`src/rtl/reglist_encoder_if.sv`:
```
// Handshake bundle for reglist_encoder: list load request in, one index per accept out.
// Latency/backpressure are properties of the encoder; this file only groups the signals.
// slave = encoder side, master = the driver of start/mask and consumer of index.
interface reglist_encoder_if #(
    parameter int WIDTH = 16
);
  localparam int IW = $clog2(WIDTH);

  logic             start;
  logic [WIDTH-1:0] mask;
  logic             dir;
  logic             out_valid;
  logic             out_ready;
  logic [IW-1:0]    index;
  logic             last;
  logic [IW:0]      count;
  logic             busy;
  logic             done;

  modport slave (
    input  start, mask, dir, out_ready,
    output out_valid, index, last, count, busy, done
  );

  modport master (
    output start, mask, dir, out_ready,
    input  out_valid, index, last, count, busy, done
  );
endinterface

```
`src/rtl/reglist_encoder.sv`:
```
// Register-list encoder: captures a WIDTH-bit mask, emits each set bit's index (REGLIST_ENCODER_DESCEND_EN adds dir).
// Latency: first index valid the cycle after start; one index per cycle while out_ready is high.
// Backpressure: out_ready low holds pending/index/last; index never depends on out_ready.
module reglist_encoder #(
    parameter int WIDTH = 16
) (
  input logic              clk,
  input logic              reset,
  reglist_encoder_if.slave bus
);
  localparam int IW = $clog2(WIDTH);

  localparam logic [0:0] S_IDLE = 1'b0;
  localparam logic [0:0] S_RUN  = 1'b1;

  logic [0:0]       state;
  logic [WIDTH-1:0] pending;
  logic [WIDTH-1:0] pending_clr;
  logic [IW:0]      count_q;
  logic [IW:0]      mask_pop;
  logic             done_q;
  logic             sel_desc;
  logic [IW-1:0]    sel_idx;
  logic             sel_last;

`ifdef REGLIST_ENCODER_DESCEND_EN
  logic dir_q;

  always_ff @(posedge clk or posedge reset) begin
    if (reset) begin
      dir_q <= 1'b0;
    end else if (state == S_IDLE && bus.start) begin
      dir_q <= bus.dir;
    end
  end

  assign sel_desc = dir_q;
`else
  logic unused_dir;

  assign unused_dir = bus.dir;
  assign sel_desc   = 1'b0;
`endif

  // Priority scan: the final match wins, so scan direction picks lowest or highest.
  always_comb begin
    sel_idx = '0;
    if (sel_desc) begin
      for (int i = 0; i < WIDTH; i++) begin
        if (pending[i]) sel_idx = IW'(i);
      end
    end else begin
      for (int i = WIDTH - 1; i >= 0; i--) begin
        if (pending[i]) sel_idx = IW'(i);
      end
    end
  end

  assign sel_last    = (pending != '0) && ((pending & (pending - WIDTH'(1))) == '0);
  assign pending_clr = pending & ~(WIDTH'(1) << sel_idx);

  always_comb begin
    mask_pop = '0;
    for (int i = 0; i < WIDTH; i++) begin
      mask_pop = mask_pop + (IW + 1)'(bus.mask[i]);
    end
  end

  always_ff @(posedge clk or posedge reset) begin
    if (reset) begin
      state   <= S_IDLE;
      pending <= '0;
      count_q <= '0;
      done_q  <= 1'b0;
    end else begin
      done_q <= 1'b0;
      case (state)
        S_IDLE: begin
          if (bus.start) begin
            pending <= bus.mask;
            count_q <= mask_pop;
            if (bus.mask != '0) state  <= S_RUN;
            else                done_q <= 1'b1;
          end
        end
        default: begin
          if (bus.out_ready) begin
            pending <= pending_clr;
            if (sel_last) begin
              state  <= S_IDLE;
              done_q <= 1'b1;
            end
          end
        end
      endcase
    end
  end

  assign bus.out_valid = (state == S_RUN);
  assign bus.busy      = (state == S_RUN);
  assign bus.index     = sel_idx;
  assign bus.last      = sel_last;
  assign bus.count     = count_q;
  assign bus.done      = done_q;
endmodule

```
`src/flat_wrapper.sv`:
```
// flat-port wrapper written by rule: the top's interface ports become plain ports
module reglist_encoder_flat 
#(
    parameter int WIDTH = 16
)
  (clk, reset, bus_start, bus_mask, bus_dir, bus_out_ready, bus_out_valid, bus_index, bus_last, bus_count, bus_busy, bus_done);
  reglist_encoder_if #(.WIDTH(WIDTH)) bus_i ();
  input logic clk;
  input logic reset;
  input wire logic [$bits(bus_i.start)-1:0] bus_start;
  input wire logic [$bits(bus_i.mask)-1:0] bus_mask;
  input wire logic [$bits(bus_i.dir)-1:0] bus_dir;
  input wire logic [$bits(bus_i.out_ready)-1:0] bus_out_ready;
  output wire logic [$bits(bus_i.out_valid)-1:0] bus_out_valid;
  output wire logic [$bits(bus_i.index)-1:0] bus_index;
  output wire logic [$bits(bus_i.last)-1:0] bus_last;
  output wire logic [$bits(bus_i.count)-1:0] bus_count;
  output wire logic [$bits(bus_i.busy)-1:0] bus_busy;
  output wire logic [$bits(bus_i.done)-1:0] bus_done;
  assign bus_i.start = bus_start;
  assign bus_i.mask = bus_mask;
  assign bus_i.dir = bus_dir;
  assign bus_i.out_ready = bus_out_ready;
  assign bus_out_valid = bus_i.out_valid;
  assign bus_index = bus_i.index;
  assign bus_last = bus_i.last;
  assign bus_count = bus_i.count;
  assign bus_busy = bus_i.busy;
  assign bus_done = bus_i.done;
  reglist_encoder #(.WIDTH(WIDTH)) u_core (.clk(clk), .reset(reset), .bus(bus_i));
endmodule
```
`config.mk`:
```
export PLATFORM = sky130hd
export DESIGN_NAME = reglist_encoder_flat
export DESIGN_NICKNAME = d
export VERILOG_FILES = /design/src/rtl/reglist_encoder_if.sv /design/src/rtl/reglist_encoder.sv /design/src/flat_wrapper.sv
export SDC_FILE = /design/constraint.sdc
export NUM_CORES = 1
export LEC_CHECK = 0
export ABC_AREA = 0
export CAP_MARGIN = 20
export CORE_MARGIN = 2
export CORE_UTILIZATION = 50
export DETAILED_ROUTE_END_ITERATION = 16
export PLACE_DENSITY = 0.86
export SETUP_SLACK_MARGIN = 0.2
export SLEW_MARGIN = 20
export SYNTH_ARGS = -nofsm -noshare
export SYNTH_HDL_FRONTEND = slang
export SYNTH_SLANG_ARGS = --single-unit
```
`constraint.sdc`:
```
create_clock -name clk -period 2.66 [get_ports clk]
set_input_delay 0.532 -clock clk [delete_from_list [all_inputs] [get_ports clk]]
set_output_delay 0.532 -clock clk [all_outputs]
set_load 0.03 [all_outputs]
```
==> flow_summary.json <==
{
  "status": "finished with violations",
  "violations": "setup timing",
  "cts_sinks": 23,
  "design.portCount": 34,
  "finalSetupViolations": 6,
  "grt_pass1_wl_um": 10400,
  "rows": 23,
  "hp-class": "flip-flop to flip-flop",
  "yosysWarnings": 0,
  "antenna_found_initial": 0,
  "gp_congestion": 0.965,
  "final_core_util_pct": 74.3,
  "stdcell_count": 361,
  "final_common_cell": "buf_4",
  "critical-path-max-stage-delay_ns": 0.53,
  "drt_iter0_drc": 199,
  "drtAntennaViolNets": 0,
  "crit_chain": "buf_12, inv_12, ha_4, inv_2, fa_1, fa_1, fa_1, fa_1, inv_1, fa_2, inv_2, fa_2, o21ai_2",
  "cts_root_buf": "clkbuf_8",
  "cts_tree": "yes",
  "tightestPinTransition_ns": 0.577,
  "coreArea_um2": 3970,
  "synth_seq_cells": 23,
  "ys_seq_area_share_pct": 28.3,
  "critPathLaunchType": "primary input",
  "clkTransAtPathRegs_ns": 0.08,
  "first_pass_iters": 5,
  "hold_buffers": 0,
  "die_h_um": 67.8,
  "maxCapViolations": 0,
  "slew_headroom_pct": 61.5,
  "synth_cells": 231,
  "hold_viol_final": 0,
  "critPathMaxFanout": 2,
  "place_inst": 339,
  "overflow": 0,
  "leakagePower_uw": 0.00133,
  "wirelength_um": 6590,
  "dieArea_um2": 4600,
  "numCtsBuffers": 3,
  "async_flop_share_pct": 100,
  "fin_skew_ns": 0.00444,
  "num_antenna_cells": 0,
  "area.sequential_um2": 581,
  "timing.hold.ws_ns": 0.498,
  "cp_top_family": "adder cells",
  "syn_avg_cell_area_um2": 8.81,
  "fin_area_um2": 2950,
  "multiInputGateArea_um2": 1340,
  "fin_nets": 350,
  "worst-setup-path-type": "primary input to flip-flop",
  "via_count": 2204,
  "powerDensity_nw_per_um2": 816,
  "synth_top_area_share_pct": 28.3,
  "max_freq_mhz": 270,
  "min_period_ns": 3.71,
  "viasPerCell": 6.11,
  "syn2layout_area_growth_pct": 44.9,
  "layout_common_cells": "buf_4 (58), inv_1 (22), nand2_1 (20), clkdlybuf4s50_1 (20), dfrtp_1 (19)",
  "grt_max_degree": 25,
  "critPathRequiredTime_ns": 2.86,
  "yosys-top-cells-area": "dfrtp_1 (28%), fa_1 (9.8%), inv_1 (5.3%), ha_1 (4.3%), nand2_1 (3.7%)",
  "die_w_um": 67.8,
  "netlist-cell-type-count": 61,
  "io_buffers": 32,
  "crit_buf_inv": 5,
  "worst_path_most_repeated_cell": "fa_1",
  "initial_utilization_pct": 51.3,
  "grt_pass1_vias": 2247,
  "ir_worst_vdd_v": 0.000500,
  "final_max_slew_viol_count": 0,
  "n_fill_cell": 260,
  "place_area_um2": 2690,
  "post-dp-hpwl_um": 4690,
  "drive_gt1_share_pct": 35.4,
  "crit_slowest_cell": "fa_1",
  "synth_area_leader_cell": "dfrtp_1",
  "synthFlopType": "dfrtp_1",
  "end_kind": "flip-flop",
  "wl_per_cell_um": 18.3,
  "synthesis.nets": 269,
  "grt.total_usage_pct": 30.8,
  "setup_tns_ns": -4.79,
  "post-route-period-util_pct": 139,
  "cp_data_arrival_time_ns": 3.90,
  "clkLatencyLatePin_ns": 0.26,
  "cts_htree_levels": 1,
  "rsz0062_at_grt": "yes",
  "setup_ws_ns": -1.05,
  "synthesis.area_um2": 2040,
  "synth_edf_count": 0,
  "drc_errors": 0,
  "cts.path.max_buffers": 2
}
## cells in the mapped netlist (3+ instances only)
library cell / count
buf_4: 3
a31oi_1: 4
o22ai_1: 3
clkbuf_1: 8
o21ai_0: 15
fa_1: 10
a22oi_1: 5
ha_1: 7
nor2b_1: 3
xor2_1: 3
nor2_1: 15
dfrtp_1: 23
inv_1: 29
nand2_1: 20
nor4_1: 8
mux2i_1: 3
o211ai_1: 3
nor3_1: 4
a21oi_1: 14
## state kept, by name (all words and copies together), names as in the netlist
name and flops:
u_core.pending 16, u_core.bus.busy 1, u_core.bus.done 1, u_core.bus.count 5
## power by group
part           switching (µW)  internal, µW  leakage, µW
Sequential               76.2           423     0.000260
Clock                     110           107    0.0000228
Combinational             871           819      0.00105
## what timing repair did
item                                    in CTS  in global routing
gates cloned                                 0                  0
setup buffers                               13                  5
gates resized for setup                     43                 19
endpoints found under the setup margin      10                 10
pin swaps                                   15                 12
## worst reg2reg max path, cell delays in order, from the launching register on
cell       delay (ns)
dfrtp_1          0.42
or4_4            0.63
nor2_8           0.15
o311ai_4         0.11
a221oi_2         0.35
buf_4            0.18
buf_4            0.10
o2bb2ai_1        0.10
## cell type report
cell class | instances | share of cell area [%]
multi-input cells | 161 | 45.5
repair buffers | 93 | 26.7
flip-flops and latches | 23 | 19.7
clock buffers | 4 | 1.53
well taps | 50 | 2.12
inverters | 30 | 4.41
## final timing paths
kind | start | to | slack, ns | depth (start not counted)
max | bus_mask[1] | u_core.bus.count[1]$_DFFE_PP0P_ | -1.05 | 13
min | u_core.bus.count[2]$_DFFE_PP0P_ | u_core.bus.count[2]$_DFFE_PP0P_ | 0.50 | 2
max reg2reg | u_core.pending[6]$_DFFE_PP0P_ | u_core.bus.done$_DFF_PP0_ | 0.55 | 7
min reg2reg | u_core.bus.count[2]$_DFFE_PP0P_ | u_core.bus.count[2]$_DFFE_PP0P_ | 0.50 | 2
max in group asynchronous | reset | u_core.pending[8]$_DFFE_PP0P_ | 1.79 | 3
min in group asynchronous | reset | u_core.bus.count[0]$_DFFE_PP0P_ | 0.61 | 3
## cells by family (layout without fill, tap and decap cells)
kind of cell	Yosys count	count (layout)	synth area share, %
and+or+nand+nor	70	70	20.2
AOI/OAI and AO/OA	67	67	24.0
buffers and inverters	47	127	10.1
DFF	23	23	28.3
adders and majority gates	18	18	14.6
xor gates and xnor gates	3	3	1.29
muxes	3	3	1.48
## per-stage QoR
| stage | total power, µW | worst slack [ns] |
|---|---|---|
| after global placement | 1760 | -1.81 |
| after floorplan | 1320 | -1.04 |
| after detailed placement | 1810 | -1.90 |
| after CTS | 2200 | -1.15 |
| final | 2410 | -1.05 |
| after global routing | 2540 | -1.12 |
## routing by layer
| layer | part of all wire (%) | global-route usage (%) | wire, µm |
|---|---|---|---|
| met5 | 0 | 0 | 0 |
| met1 | 38 | 37.8 | 2480 |
| met2 | 50 | 52.3 | 3310 |
| met4 | 3.7 | 16.8 | 247 |
| met3 | 8.3 | 3.83 | 548 |
(Power assumes the default switching activity.)
